`src/rtl/mul_pkg.sv`:
```
// rtl/mul_pkg.sv - shared types and helpers for the sequential multiplier
package mul_pkg;

  typedef enum logic [1:0] {
    IDLE = 2'd0,
    CALC = 2'd1,
    SIGN = 2'd2
  } state_t;

  // Counter must hold WIDTH itself, hence WIDTH+1 codes.
  function automatic int cnt_w(input int width);
    return $clog2(width + 1);
  endfunction

endpackage

```
`src/rtl/mul_seq_ctrl.sv`:
```
// rtl/mul_seq_ctrl.sv - sequencing FSM and iteration counter for mul_seq_param
module mul_seq_ctrl #(
  parameter int WIDTH = 16,
  parameter int CW    = 5
) (
  input  logic          clk,
  input  logic          rst,
  input  logic          start,
  input  logic          cnt_last,
  output logic          load,
  output logic          step,
  output logic          fix,
  output logic          busy,
  output logic          done,
  output logic [CW-1:0] cnt
);
  import mul_pkg::*;

  state_t state, state_d;

  always_ff @(posedge clk) begin
    if (rst) begin
      state <= IDLE;
      cnt   <= '0;
      busy  <= 1'b0;
      done  <= 1'b0;
    end else begin
      state <= state_d;
      busy  <= (state_d != IDLE);
      done  <= fix;
      if (load) begin
        cnt <= CW'(WIDTH);
      end else if (step) begin
        cnt <= cnt - CW'(1);
      end
    end
  end

  always_comb begin
    state_d = state;
    load    = 1'b0;
    step    = 1'b0;
    fix     = 1'b0;
    unique case (state)
      IDLE: begin
        if (start) begin
          load    = 1'b1;
          state_d = CALC;
        end
      end
      CALC: begin
        step = 1'b1;
        if (cnt_last) begin
          state_d = SIGN;
        end
      end
      SIGN: begin
        fix     = 1'b1;
        state_d = IDLE;
      end
      default: state_d = IDLE;
    endcase
  end

endmodule

```
`src/rtl/mul_seq_param.sv`:
```
// rtl/mul_seq_param.sv - parametrised shift-and-add multiplier with start/busy/done handshake
module mul_seq_param #(
  parameter int WIDTH = 16
) (
  input  logic               clk,
  input  logic               rst,
  input  logic               start,
  input  logic               is_signed,
  input  logic [WIDTH-1:0]   a,
  input  logic [WIDTH-1:0]   b,
  output logic               busy,
  output logic               done,
  output logic [2*WIDTH-1:0] product
);
  import mul_pkg::*;

  localparam int CW = cnt_w(WIDTH);

  logic [WIDTH-1:0] mcand, mult, acc;
  logic             neg;
  logic [WIDTH:0]   sum;
  logic [WIDTH-1:0] a_mag, b_mag;
  logic             load, step, fix, cnt_last;
  logic [CW-1:0]    cnt;

  mul_seq_ctrl #(
    .WIDTH (WIDTH),
    .CW    (CW)
  ) u_ctrl (
    .clk      (clk),
    .rst      (rst),
    .start    (start),
    .cnt_last (cnt_last),
    .load     (load),
    .step     (step),
    .fix      (fix),
    .busy     (busy),
    .done     (done),
    .cnt      (cnt)
  );

  assign cnt_last = (cnt == CW'(1));

  // The most negative value negates to itself, which reads correctly as an unsigned magnitude.
  assign a_mag = (is_signed && a[WIDTH-1]) ? -a : a;
  assign b_mag = (is_signed && b[WIDTH-1]) ? -b : b;

  assign sum = {1'b0, acc} + (mult[0] ? {1'b0, mcand} : '0);

  always_ff @(posedge clk) begin
    if (rst) begin
      mcand   <= '0;
      mult    <= '0;
      acc     <= '0;
      neg     <= 1'b0;
      product <= '0;
    end else begin
      if (load) begin
        mcand <= a_mag;
        mult  <= b_mag;
        acc   <= '0;
        neg   <= is_signed & (a[WIDTH-1] ^ b[WIDTH-1]);
      end else if (step) begin
        acc  <= sum[WIDTH:1];
        mult <= {sum[0], mult[WIDTH-1:1]};
      end
      if (fix) begin
        product <= neg ? -{acc, mult} : {acc, mult};
      end
    end
  end

endmodule

```
`config.mk`:
```
export PLATFORM = sky130hd
export DESIGN_NAME = mul_seq_param
export DESIGN_NICKNAME = d
export VERILOG_FILES = /design/src/rtl/mul_pkg.sv /design/src/rtl/mul_seq_ctrl.sv /design/src/rtl/mul_seq_param.sv
export SDC_FILE = /design/constraint.sdc
export NUM_CORES = 1
export LEC_CHECK = 0
export ABC_CLOCK_PERIOD_IN_PS = 5100
export BUFFER_PORTS_ARGS = -buffer_cell sky130_fd_sc_hd__buf_4
export CORE_ASPECT_RATIO = 1.25
export CORE_MARGIN = 1
export CORE_UTILIZATION = 44
export CTS_BUF_LIST = sky130_fd_sc_hd__clkbuf_4 sky130_fd_sc_hd__clkbuf_8
export CTS_CLUSTER_DIAMETER = 100
export DETAILED_ROUTE_END_ITERATION = 7
export GPL_TIMING_DRIVEN = 0
export MAX_ROUTING_LAYER = met4
export PLACE_DENSITY = 0.59
export SETUP_SLACK_MARGIN = 0.5
export SYNTH_ARGS = -nofsm -noshare
export SYNTH_HDL_FRONTEND = slang
export SYNTH_SLANG_ARGS = --single-unit
```
`constraint.sdc`:
```
create_clock -name clk -period 5.1 [get_ports clk]
set_input_delay 0.765 -clock clk [delete_from_list [all_inputs] [get_ports clk]]
set_output_delay 0.765 -clock clk [all_outputs]
set_load 0.1 [all_outputs]
```
==> impl_metrics.xml <==
<?xml version="1.0" encoding="UTF-8"?>
<metrics>
  <group name="clocking">
    <metric name="gates_resized_cts_repair" unit="">0</metric>
    <metric name="cts_tree" unit="">done</metric>
    <metric name="clkLatencyLatePin" unit="ns">0.36</metric>
    <metric name="ctsLongestPathBuffers" unit="">2</metric>
    <metric name="cts_inserted_buffers" unit="">9</metric>
    <metric name="cts_root_buf" unit="">clkbuf_8</metric>
    <metric name="cts_hold_buffers" unit="">0</metric>
    <metric name="ctsHtreeMaxLevel" unit="">3</metric>
    <metric name="cts.reportedPaths.clkPinSlew" unit="ns">0.09</metric>
    <metric name="post-cts-setup-buffers" unit="">0</metric>
    <metric name="cts.sink_count" unit="">90</metric>
  </group>
  <group name="sta">
    <metric name="timing.slew.headroom" unit="%">55.24</metric>
    <metric name="setup_violations" unit="">0</metric>
    <metric name="timing.final.crit_period" unit="ns">3.196</metric>
    <metric name="final-max-slew-violation-count" unit="">0</metric>
    <metric name="worstMarginPinSlew" unit="ns">0.6689</metric>
    <metric name="worst_hold_slack" unit="ns">0.4523</metric>
    <metric name="tns" unit="ns">0</metric>
    <metric name="grt_setup_unrepaired" unit="">false</metric>
    <metric name="post_route_skew" unit="ns">0.006811</metric>
    <metric name="hold_viol" unit="">0</metric>
    <metric name="finalCritPeriodShare" unit="%">62.66</metric>
    <metric name="final.setup.worst_slack" unit="ns">1.904</metric>
    <metric name="fmaxAchievable" unit="MHz">312.9</metric>
  </group>
  <group name="placed_design">
    <metric name="worst_slack_after_detailed_placement" unit="ns">2.063</metric>
    <metric name="dp.cells" unit="">905</metric>
    <metric name="gp_congestion" unit="">0.8467</metric>
    <metric name="detailedPlacementHpwl" unit="mm">12.06</metric>
    <metric name="placed_instance_area" unit="sq um">6085</metric>
    <metric name="port_buffers" unit="">68</metric>
  </group>
  <group name="synthesis">
    <metric name="synthesis.area" unit="sq um">5373</metric>
    <metric name="synth_area_per_cell" unit="sq um">7.948</metric>
    <metric name="number_of_flops_mapped_to_enable_cells_by_yosys" unit="">0</metric>
    <metric name="synthArstFlopShare" unit="%">0</metric>
    <metric name="synth.area.top_cells" unit="">dfxtp_1, xor2_1, nor2_1</metric>
    <metric name="yosys.area.top_type" unit="">dfxtp_1</metric>
    <metric name="post-synth-top-area-fraction" unit="%">33.54</metric>
    <metric name="netlist_instances" unit="">676</metric>
    <metric name="yosysWarningCount" unit="">0</metric>
    <metric name="syn-num-nets" unit="">734</metric>
    <metric name="synth_sequential_area_ratio" unit="%">33.54</metric>
    <metric name="synth_ff_type" unit="">dfxtp_1</metric>
    <metric name="synthDistinctLibCells" unit="">58</metric>
    <metric name="yosys_register_bits" unit="">90</metric>
  </group>
  <group name="floorplan">
    <metric name="boundaryPins" unit="">70</metric>
    <metric name="die_w" unit="microns">100.8</metric>
    <metric name="die_h" unit="microns">125.5</metric>
    <metric name="std_cell_rows" unit="">44</metric>
    <metric name="core_area" unit="sq um">11780</metric>
    <metric name="die-area" unit="sq um">12660</metric>
    <metric name="initial_core_util" unit="%">45.60</metric>
  </group>
  <group name="drt">
    <metric name="finalWirelength" unit="mm">15.46</metric>
    <metric name="drt_pass1_iterations" unit="">5</metric>
    <metric name="routed_via_density" unit="">5.617</metric>
    <metric name="drt.antenna.violating_nets" unit="">0</metric>
    <metric name="routed-via-count" unit="">5168</metric>
    <metric name="post_drt_wl_per_cell" unit="microns">16.81</metric>
    <metric name="drt_drc_violations_left" unit="">0</metric>
    <metric name="drt_first_iter_violations" unit="">269</metric>
  </group>
  <group name="setup_path">
    <metric name="cp_top_family" unit="">compound AO/OA/AOI/OAI gates</metric>
    <metric name="worst-r2r-cell-count" unit="">9</metric>
    <metric name="worst-r2r-setup-slack" unit="ns">1.90</metric>
    <metric name="critPathMostFrequentCell" unit="">clkbuf_1</metric>
    <metric name="worstReg2RegEnd" unit="">acc[10]$_SDFFE_PP0P_</metric>
    <metric name="max_fanout_on_critical_path" unit="">10</metric>
    <metric name="critical_path_required" unit="ns">5.41</metric>
    <metric name="timing.rr.start" unit="">mult[0]$_SDFFE_PP0P_</metric>
    <metric name="timing_worst_setup_path_type" unit="">flip-flop to flip-flop</metric>
    <metric name="cp_slowest_stage_delay" unit="ns">0.43</metric>
    <metric name="critPathSlowestCell" unit="">a221o_1</metric>
    <metric name="critical_path.endpoint_type" unit="">flip-flop</metric>
    <metric name="crit_arrival" unit="ns">3.50</metric>
    <metric name="cp_num_buf_inv" unit="">2</metric>
    <metric name="cp_cell_sequence" unit="">clkbuf_1, clkbuf_1, and2_1, ha_1, a2111oi_0, o21ai_0, a221o_1, or3_1, nand3_1</metric>
    <metric name="worst_setup_path_start_kind" unit="">flip-flop</metric>
  </group>
  <group name="global_route">
    <metric name="antenna_found_initial" unit="">0</metric>
    <metric name="grt_util_all_layers" unit="%">26.42</metric>
    <metric name="grt_start_max_net_pins" unit="">15</metric>
    <metric name="grt.overflow.total" unit="">0</metric>
    <metric name="grt_first_pass_wirelength" unit="mm">25.48</metric>
    <metric name="vias_in_the_first_global_route" unit="">5080</metric>
  </group>
  <group name="pwr">
    <metric name="cellLeakagePower" unit="nW">2.441</metric>
    <metric name="power.density" unit="nW/um^2">267.7</metric>
    <metric name="total_power" unit="mW">1.687</metric>
    <metric name="vdd.ir_drop.worst" unit="mV">0.1437</metric>
  </group>
  <group name="final_layout">
    <metric name="antenna-diode-count" unit="">0</metric>
    <metric name="areaGrowthSynthToFinish" unit="%">17.28</metric>
    <metric name="finish.instance_area" unit="sq um">6301</metric>
    <metric name="drive_gt1_share" unit="%">12.52</metric>
    <metric name="num-nets-final" unit="">813</metric>
    <metric name="final_cells" unit="">920</metric>
    <metric name="final_util" unit="%">53.48</metric>
  </group>
  <group name="min_path">
    <metric name="timing.hold.worst.class" unit="">flip-flop to flip-flop</metric>
    <metric name="min_delay_path_depth" unit="">2</metric>
    <metric name="end_point_of_the_most_critical_hold_path" unit="">mcand[6]$_SDFFE_PP0P_</metric>
    <metric name="hold_path_startpoint" unit="">mcand[6]$_SDFFE_PP0P_</metric>
  </group>
  <group name="status">
    <metric name="run_status" unit="">finished clean</metric>
  </group>
  <group name="flow_run">
    <metric name="cap_violations" unit="">0</metric>
  </group>
</metrics>
==> how the worst max path moves through the flow <==
stage,start,end,slack (ns),cells after the start
4_1_cts,mult[0]$_SDFFE_PP0P_,acc[10]$_SDFFE_PP0P_,2.01,9
5_1_grt,mult[0]$_SDFFE_PP0P_,acc[10]$_SDFFE_PP0P_,1.69,9
6_report,mult[0]$_SDFFE_PP0P_,acc[10]$_SDFFE_PP0P_,1.90,9
3_5_place_dp,mult[0]$_SDFFE_PP0P_,acc[10]$_SDFFE_PP0P_,2.06,9
3_3_place_gp,mult[0]$_SDFFE_PP0P_,acc[10]$_SDFFE_PP0P_,2.11,9
2_1_floorplan,mult[0]$_SDFFE_PP0P_,acc[10]$_SDFFE_PP0P_,2.58,9
==> layout make-up <==
cell class,count,area (sq um)
Fill cell,1200,5480
Inverter,18,67.56
Sequential cell,90,1802
Tap cell,161,201.4
Clock inverter,5,78.83
Timing Repair Buffer,68,510.5
Clock buffer,10,137.6
Multi-Input combinational cell,530,3357
Buffer,38,146.4
==> placed cells by master (no fill, tap or decap), types with 3 or more instances in the layout <==
| cell | count |
|---|---|
| nand3_1 | 15 |
| a41oi_1 | 4 |
| o21ai_0 | 26 |
| clkbuf_1 | 36 |
| nor2_1 | 80 |
| a311oi_1 | 4 |
| a21oi_1 | 53 |
| mux2i_1 | 5 |
| xor2_1 | 37 |
| a21o_1 | 6 |
| o221ai_1 | 14 |
| nor3_1 | 21 |
| a2111oi_0 | 3 |
| a211oi_1 | 37 |
| a31oi_1 | 8 |
| or3_1 | 15 |
| or4_1 | 5 |
| clkbuf_8 | 10 |
| nand2_1 | 68 |
| inv_1 | 17 |
| xnor2_1 | 26 |
| buf_4 | 69 |
| or2_2 | 3 |
| nor4_1 | 6 |
| dfxtp_1 | 90 |
| o31ai_1 | 9 |
| ha_1 | 21 |
| nand2b_1 | 3 |
| and2_1 | 21 |
| o41ai_1 | 5 |
==> report_power, final <==
group	internal, mW	total [mW]	switching [mW]	leakage [nW]
sequential	0.740	0.784	0.0440	0.735
clock	0.286	0.546	0.260	0.112
combinational	0.133	0.357	0.224	1.59
==> tightest hold or removal path: stages, from the launching register on <==
cell     delay, ns
dfxtp_1       0.32
nand2_1       0.05
a21oi_1       0.05
==> per-layer routing <==
metal | global-route usage [%] | part of all wire [%] | vias up
met5 | - | 0 | -
met4 | 9.974 | 3.2 | 0
met3 | 3.354 | 2.7 | 32
met2 | 44.44 | 50 | 104
met1 | 31.92 | 44 | 2432
li1 | - | - | 2600
==> cell usage after synthesis (2+ instances only) <==
cell type / number
a2111oi_0: 3
a211o_1: 2
a211oi_1: 37
a21o_1: 6
a21oi_1: 53
a311oi_1: 4
a31o_2: 2
a31oi_1: 8
a41oi_1: 4
and2_0: 2
and2_1: 21
and3_1: 2
clkbuf_1: 36
dfxtp_1: 90
ha_1: 21
inv_1: 17
mux2i_1: 5
nand2_1: 68
nand2b_1: 3
nand3_1: 15
nand3b_1: 2
nand4_1: 2
nor2_1: 80
nor2b_1: 2
nor3_1: 21
nor3b_1: 2
nor4_1: 6
o21ai_0: 26
o221ai_1: 14
o31ai_1: 9
o41ai_1: 5
or2_2: 3
or3_1: 15
or4_1: 5
xnor2_1: 26
xor2_1: 37
==> state kept, by name (all words and copies together), names as in the netlist <==
| name | count |
|---|---|
| acc | 16 |
| u_ctrl.busy | 1 |
| u_ctrl.cnt | 5 |
| mult | 16 |
| product | 32 |
| u_ctrl.state | 2 |
| mcand | 16 |
| u_ctrl.done | 1 |
| neg | 1 |
==> logic make-up (layout without fill, tap and decap cells) <==
family                   count (synthesis)  in the layout  synth area share, %
adder cells (fa/ha/maj)                 22             22                5.263
buffers and inverters                   56            139                3.982
XOR/XNOR                                63             63                10.27
AND/OR/NAND/NOR                        254            254                22.66
AO/OA/AOI/OAI                          186            186                23.36
flip-flops                              90             90                33.54
multiplexers                             5              5               0.9316
(Power assumes the default switching activity.)
